--- src/rtl/mem_arbiter_pkg.sv ---
// Shared constants for the memory arbiter.
//   arb_state_t  : arbiter sequencing states
//   requester_t  : which side owns the memory port
//   FUNCT3_MEM_W : word-access funct3, the idle value of mem_funct3
package mem_arbiter_pkg;

   typedef enum logic [1:0] {
      IDLE  = 2'd0,
      ISSUE = 2'd1,
      WAIT  = 2'd2
   } arb_state_t;

   typedef enum logic {
      CPU = 1'b0,
      DMA = 1'b1
   } requester_t;

   localparam logic [2:0] FUNCT3_MEM_W = 3'b010;

endpackage

--- src/rtl/mem_arbiter.sv ---
// mem_arbiter: shares the single memory port between the CPU core and a DMA
// requester, one access at a time, round-robin on ties, with a watchdog that
// aborts accesses the memory never completes.
//   clk, reset (sync, active-low)
//   cpu_*/dma_* : request payload in; rdata/busy/valid/err out per side
//   mem_*       : ce/addr/funct3/memwrite/datain out; dataout/busy/valid in
module mem_arbiter
   import mem_arbiter_pkg::*;
#(
   parameter int TIMEOUT_CYCLES = 4096
) (
   input  logic        clk,
   input  logic        reset,
   input  logic        cpu_req,
   input  logic [31:0] cpu_addr,
   input  logic [2:0]  cpu_funct3,
   input  logic        cpu_we,
   input  logic [31:0] cpu_wdata,
   output logic [31:0] cpu_rdata,
   output logic        cpu_busy,
   output logic        cpu_valid,
   output logic        cpu_err,
   input  logic        dma_req,
   input  logic [31:0] dma_addr,
   input  logic [2:0]  dma_funct3,
   input  logic        dma_we,
   input  logic [31:0] dma_wdata,
   output logic [31:0] dma_rdata,
   output logic        dma_busy,
   output logic        dma_valid,
   output logic        dma_err,
   output logic        mem_ce,
   output logic [31:0] mem_addr,
   output logic [2:0]  mem_funct3,
   output logic        mem_memwrite,
   output logic [31:0] mem_datain,
   input  logic [31:0] mem_dataout,
   input  logic        mem_busy,
   input  logic        mem_valid
);

   localparam int CNT_W = $clog2(TIMEOUT_CYCLES + 1);

   arb_state_t       r_state, w_state_nxt;
   requester_t       r_grant, w_grant_nxt;
   requester_t       r_last_grant, w_last_nxt;
   logic [CNT_W-1:0] r_cnt;

   logic w_active, w_timeout, w_done, w_err, w_gcpu;

   assign w_active  = (r_state != IDLE);
   assign w_gcpu    = (r_grant == CPU);
   // Counter reads 0 in the first WAIT cycle, so the N-th WAIT cycle is N-1.
   assign w_timeout = (r_state == WAIT) && (r_cnt == CNT_W'(TIMEOUT_CYCLES - 1));
   // Gated by reset so an access killed by reset never produces a pulse.
   assign w_done    = reset && (r_state == WAIT) && (mem_valid || w_timeout);
   // mem_valid wins over a coincident timeout.
   assign w_err     = w_done && !mem_valid;

   always_ff @(posedge clk) begin
      if (!reset) begin
         r_state      <= IDLE;
         r_grant      <= CPU;
         r_last_grant <= DMA;
         r_cnt        <= '0;
      end else begin
         r_state      <= w_state_nxt;
         r_grant      <= w_grant_nxt;
         r_last_grant <= w_last_nxt;
         // Clearing throughout ISSUE gives a zero count on WAIT entry.
         if (r_state == ISSUE)
            r_cnt <= '0;
         else if (r_state == WAIT)
            r_cnt <= r_cnt + CNT_W'(1);
      end
   end

   always_comb begin
      w_state_nxt = r_state;
      w_grant_nxt = r_grant;
      w_last_nxt  = r_last_grant;
      mem_ce      = 1'b0;
      case (r_state)
         IDLE: begin
            if (cpu_req && dma_req) begin
               w_grant_nxt = (r_last_grant == CPU) ? DMA : CPU;
               w_state_nxt = ISSUE;
            end else if (cpu_req) begin
               w_grant_nxt = CPU;
               w_state_nxt = ISSUE;
            end else if (dma_req) begin
               w_grant_nxt = DMA;
               w_state_nxt = ISSUE;
            end
         end
         ISSUE: begin
            mem_ce = !mem_busy;
            if (!mem_busy)
               w_state_nxt = WAIT;
         end
         WAIT: begin
            if (w_done) begin
               w_last_nxt  = r_grant;
               w_state_nxt = IDLE;
            end
         end
         default: w_state_nxt = IDLE;
      endcase
   end

   // Payload follows the grant in ISSUE/WAIT; idle value is a zeroed word access.
   assign mem_addr     = !w_active ? 32'd0        : (w_gcpu ? cpu_addr   : dma_addr);
   assign mem_funct3   = !w_active ? FUNCT3_MEM_W : (w_gcpu ? cpu_funct3 : dma_funct3);
   assign mem_memwrite = !w_active ? 1'b0         : (w_gcpu ? cpu_we     : dma_we);
   assign mem_datain   = !w_active ? 32'd0        : (w_gcpu ? cpu_wdata  : dma_wdata);

   assign cpu_valid = w_done &&  w_gcpu;
   assign dma_valid = w_done && !w_gcpu;
   assign cpu_err   = w_err  &&  w_gcpu;
   assign dma_err   = w_err  && !w_gcpu;

   // Aborted accesses return zero rather than whatever the bus happens to hold.
   assign cpu_rdata = (w_active &&  w_gcpu && !w_err) ? mem_dataout : 32'd0;
   assign dma_rdata = (w_active && !w_gcpu && !w_err) ? mem_dataout : 32'd0;

   assign cpu_busy = cpu_req && !cpu_valid;
   assign dma_busy = dma_req && !dma_valid;

endmodule

--- config.mk ---
export PLATFORM = sky130hd
export DESIGN_NAME = mem_arbiter
export DESIGN_NICKNAME = d
export VERILOG_FILES = /design/src/rtl/mem_arbiter_pkg.sv /design/src/rtl/mem_arbiter.sv
export SDC_FILE = /design/constraint.sdc
export NUM_CORES = 1
export LEC_CHECK = 0
export ABC_AREA = 0
export ABC_CLOCK_PERIOD_IN_PS = 2100
export CORE_AREA = 5 5 119 121
export DETAILED_ROUTE_END_ITERATION = 6
export DIE_AREA = 0 0 124 126
export PLACE_DENSITY = 0.71
export SYNTH_ARGS = -nofsm -noshare
export SYNTH_HDL_FRONTEND = slang
export SYNTH_SLANG_ARGS = --single-unit
--- constraint.sdc ---
create_clock -name clk -period 2.1 [get_ports clk]
set_input_delay 0.42 -clock clk [delete_from_list [all_inputs] [get_ports clk]]
set_output_delay 0.42 -clock clk [all_outputs]
set_load 0.02 [all_outputs]
==> results by stage <==
Worst setup path:
- The worst path arrival time is 2.15 ns.
- The slowest stage cell on the critical path is sky130_fd_sc_hd__dfxtp_2.
- The critical-path maximum fanout is 8.
- The largest stage delay on the critical path is 0.35 ns.
- The cell family contributing the most delay on the critical path is simple AND/OR/NAND/NOR gates.
- The type of destination of the critical path is an output port.
- The category of the critical setup timing path is flop to output port.
- Together, buffers and inverters on the worst path number 4.
- The worst setup path is launched from a flop.
- The data required time at the worst endpoint is 1.68 ns.
- Across all register-to-register paths, the minimum setup slack is 0.09 ns.
- Traced cell by cell, the critical path runs through ha_4 -> nand4b_1 -> nor4_2 -> buf_4 -> a311oi_4 -> buf_12 -> buf_16 -> and2_4 -> buf_6.

STA:
- The final hold violation count was 0.
- The tightest hold path in the finished design has a slack of 0.553 ns.
- Timing would allow up to 389 MHz.
- Of the available clock period, the critical path in the final layout requires 123%.
- For the final routed database, the setup TNS stands at -28.57 ns.
- The headroom to the max-slew limit is 71.1%.
- The final number of setup-violating endpoints is 70.
- The max-slew violation count was 0.
- The final worst slack is -0.473 ns.
- Setup repair after global routing could not meet its margin everywhere.
- The transition at the pin with the smallest max-transition slack is 0.433 ns.
- The largest clock skew in the final design is 0.00111 ns.
- The clock period minus worst slack is 2.57 ns.

Clock tree:
- The clock input transition at the sequential cells of the worst setup and hold paths is 0.05 ns.
- The root buffer cell is sky130_fd_sc_hd__clkbuf_16.
- The clock latency on the worst-skew pair is 0.25 ns.
- The number of hold buffers added after CTS was 0.
- The number of buffers added by the clock tree synthesis step is 3.
- The longest clock path from root to sink contains 2 buffers.
- The TritonCTS clock tree is yes.
- The clock net sink count is 17.
- CTS built an H-tree with a depth of 1.

GRT:
- In the global route stage, met2 resource usage came out at 31.0%.
- After global routing the overflow that remains totals 0.
- The met3 capacity usage during global routing is 3.41%.
- The initial antenna violation count is 0.
- The global-route wire length before repair is 19.8 mm.
- For met1 alone, demand over resource in global routing was 16.9%.
- The number of global-route vias before repair is 3,774.
- The total global routing track utilization is 15.9%.
- Entering global routing, the biggest net connects 33 pins.
- In this run the most used layer during global routing was met2.

Drt:
- The first TritonRoute pass finished after 4 iterations.
- Once detail routing completed, the nets flagged for antenna violations numbered 0.
- The DRC violations left is 0.
- The initial DRC count is 119.
- Summing over every cut layer, the via total after detailed routing is 3,730.
- Dividing the detail-routed wire length by the instance count gives 16.7 µm.
- The routed wire length is 14.5 mm.
- The post-detailed-route via-to-cell ratio is 4.32.

Logic synthesis:
- The share of flip-flops with an asynchronous set or reset is 0%.
- After Yosys synthesis, full adders, half adders and majority gates account for 0.541% of the synthesized area.
- The synthesized netlist devotes 42.3% of its cell area to simple gates.
- The synthesized design spends more area on one cell type than any other, namely sky130_fd_sc_hd__mux2i_1.
- In this run, synthesis inferred 0 flip-flops with an integrated enable.
- The most numerous cell in the Yosys netlist is sky130_fd_sc_hd__nor2_1.
- The most used flip-flop cell after synthesis is sky130_fd_sc_hd__dfxtp_1.
- The synthesized design contains 17 register bits.
- The share of cell area taken by muxes after synthesis is 29.4%.
- By area, the combinational part of the netlist is dominated by simple AND/OR/NAND/NOR gates.
- The number of cells produced by synthesis is 329.
- The area share of the largest cell type after synthesis is 29.4%.
- Of the synthesized area, sequential elements account for 14.7%.
- The count of unique library cells instantiated by Yosys is 36.
- By area the synthesized netlist is led by sky130_fd_sc_hd__mux2i_1 (29%), sky130_fd_sc_hd__and2_1 (18%), sky130_fd_sc_hd__dfxtp_1 (15%).
- Each instance of the synthesized netlist takes up on average 7.03 µm².
- For this run, the number of Yosys warnings is 0.
- Counting instances in the post-synthesis netlist gives the leading cell types as sky130_fd_sc_hd__nor2_1 (84), sky130_fd_sc_hd__mux2i_1 (68), sky130_fd_sc_hd__and2_1 (66).
- After Yosys synthesis, XOR and XNOR cells account for 3.79% of the synthesized area.
- The net count of the mapped netlist is 504.
- The cell area that synthesis handed to floorplanning was 2310 µm².
- The area fraction in compound gates after synthesis is 4.33%.

Cells and area:
- The number of antenna diodes in the final layout is 0.
- In the final layout, the multi-input gates occupy 2110 µm².
- At the end of the flow, the number of nets in the layout was 864.
- The proportion of layout cells with a drive suffix above 1 is 36.2%.
- The area growth from synthesis to layout is 181%.
- The area occupied by registers is 350 µm².
- The post-route standard cell area excluding fillers is 6490 µm².
- The fill cell instance count of the final layout is 1,211.

Status:
- The final reports fail on negative setup slack.
- The run finished, with violations left.

Floorplanning:
- The width of the die is 124 µm.
- The vertical die dimension is 126 µm.
- For this design the top-level I/O count stands at 313.
- The initialized floorplan defines 42 standard-cell rows.
- The initial utilization of the core area, before any placement, comes to 17.8%.
- The area inside the core boundary is 13,000 µm².
- The area enclosed by the die boundary is 15,600 µm².

Place:
- Once placement finished, the instance area stood at 6000 µm².
- The final estimated routing congestion in global placement is 0.871.
- The half-perimeter wire length after detailed placement is 11.4 mm.
- The minimum setup slack after placement is -0.612 ns.
- The total of buffers placed on input and output ports is 312.

Job:
- The count of maximum capacitance violations is 0.

Power:
- The leakage power total is 2.82 nW.
- The power density relative to cell area is 353 nW/µm².
- The overall power consumption is 2.29 mW.
- Across the VDD grid, the largest voltage drop is 238 µV.

Hold path:
- The type of the tightest min-delay check is flop to flop.
-- worst register-to-register path: stages, from the launching register on --
cell                       delay, ns
sky130_fd_sc_hd__dfxtp_2        0.35
sky130_fd_sc_hd__ha_4           0.14
sky130_fd_sc_hd__nand4b_1       0.19
sky130_fd_sc_hd__buf_4          0.20
sky130_fd_sc_hd__or4b_4         0.52
sky130_fd_sc_hd__a21oi_4        0.18
sky130_fd_sc_hd__buf_6          0.12
sky130_fd_sc_hd__buf_4          0.09
sky130_fd_sc_hd__o21ba_1        0.12
-- layout by cell type (no fill, tap or decap), types with 11 or more instances in the layout --
master,synthesis,routed
sky130_fd_sc_hd__clkdlybuf4s50_1,0,173
sky130_fd_sc_hd__nor2_1,84,81
sky130_fd_sc_hd__buf_6,1,69
sky130_fd_sc_hd__mux2i_1,68,68
sky130_fd_sc_hd__and2_4,0,57
sky130_fd_sc_hd__buf_4,0,45
sky130_fd_sc_hd__clkbuf_2,0,32
sky130_fd_sc_hd__clkdlybuf4s15_1,0,22
sky130_fd_sc_hd__nand2_1,15,14
sky130_fd_sc_hd__dlygate4sd2_1,0,14
sky130_fd_sc_hd__dfxtp_1,17,11
-- layer usage --
metal | routed length (µm) | share of wire (%) | vias to the layer above
met5 | 0 | 0 | -
met4 | 170 | 1.2 | 0
met3 | 1360 | 9.4 | 18
met2 | 7800 | 54 | 192
met1 | 5130 | 35 | 1698
li1 | - | - | 1822
-- cell families after synthesis --
family | count (synthesis)
buffers and inverters | 26
AO/OA/AOI/OAI | 14
multiplexers | 68
flip-flops | 17
AND/OR/NAND/NOR | 193
adder cells (fa/ha/maj) | 1
XOR/XNOR | 10
-- final timing paths --
check,start,to,cells after the start
max,r_cnt[1]$_SDFFE_PP0N_,cpu_rdata[3],9
min,r_last_grant$_SDFFE_PN1P_,r_last_grant$_SDFFE_PN1P_,2
min reg2reg,r_last_grant$_SDFFE_PN1P_,r_last_grant$_SDFFE_PN1P_,2
max reg2reg,r_cnt[1]$_SDFFE_PP0N_,r_last_grant$_SDFFE_PN1P_,8
-- cell type report --
cell class | instances | area share [%]
inverter | 2 | 0.116
clock buffer | 3 | 1.16
multi-input combinational | 286 | 32.5
timing repair buffer | 379 | 57.3
tap | 176 | 3.39
sequential | 17 | 5.40
clock inverter | 1 | 0.0771
-- where the power goes --
group,total (mW),internal (mW),leakage [nW],switching [mW]
Combinational,1.56,0.855,2.64,0.708
Clock,0.394,0.255,0.0409,0.138
Sequential,0.334,0.328,0.141,0.00520
-- sequential cells by signal, summed over array words and instances (netlist names) --
| name | flops |
|---|---|
| r_state | 2 |
| r_last_grant | 1 |
| r_cnt | 13 |
| r_grant | 1 |
-- timing repair --
| item | CTS | global route |
|---|---|---|
| buffers inserted | 9 | 6 |
| pin swaps | 7 | 43 |
| gates cloned | 2 | 4 |
| endpoints found under the setup margin | 138 | 133 |
| gates resized for setup | 406 | 244 |
-- through the flow --
stage,instances,utilization (%)
6_report,864,50.0
5_1_grt,864,50.0
4_1_cts,855,48.1
3_5_place_dp,841,46.2
3_3_place_gp,841,46.2
2_1_floorplan,329,-
No activity file was read; power rests on OpenSTA's default activity.
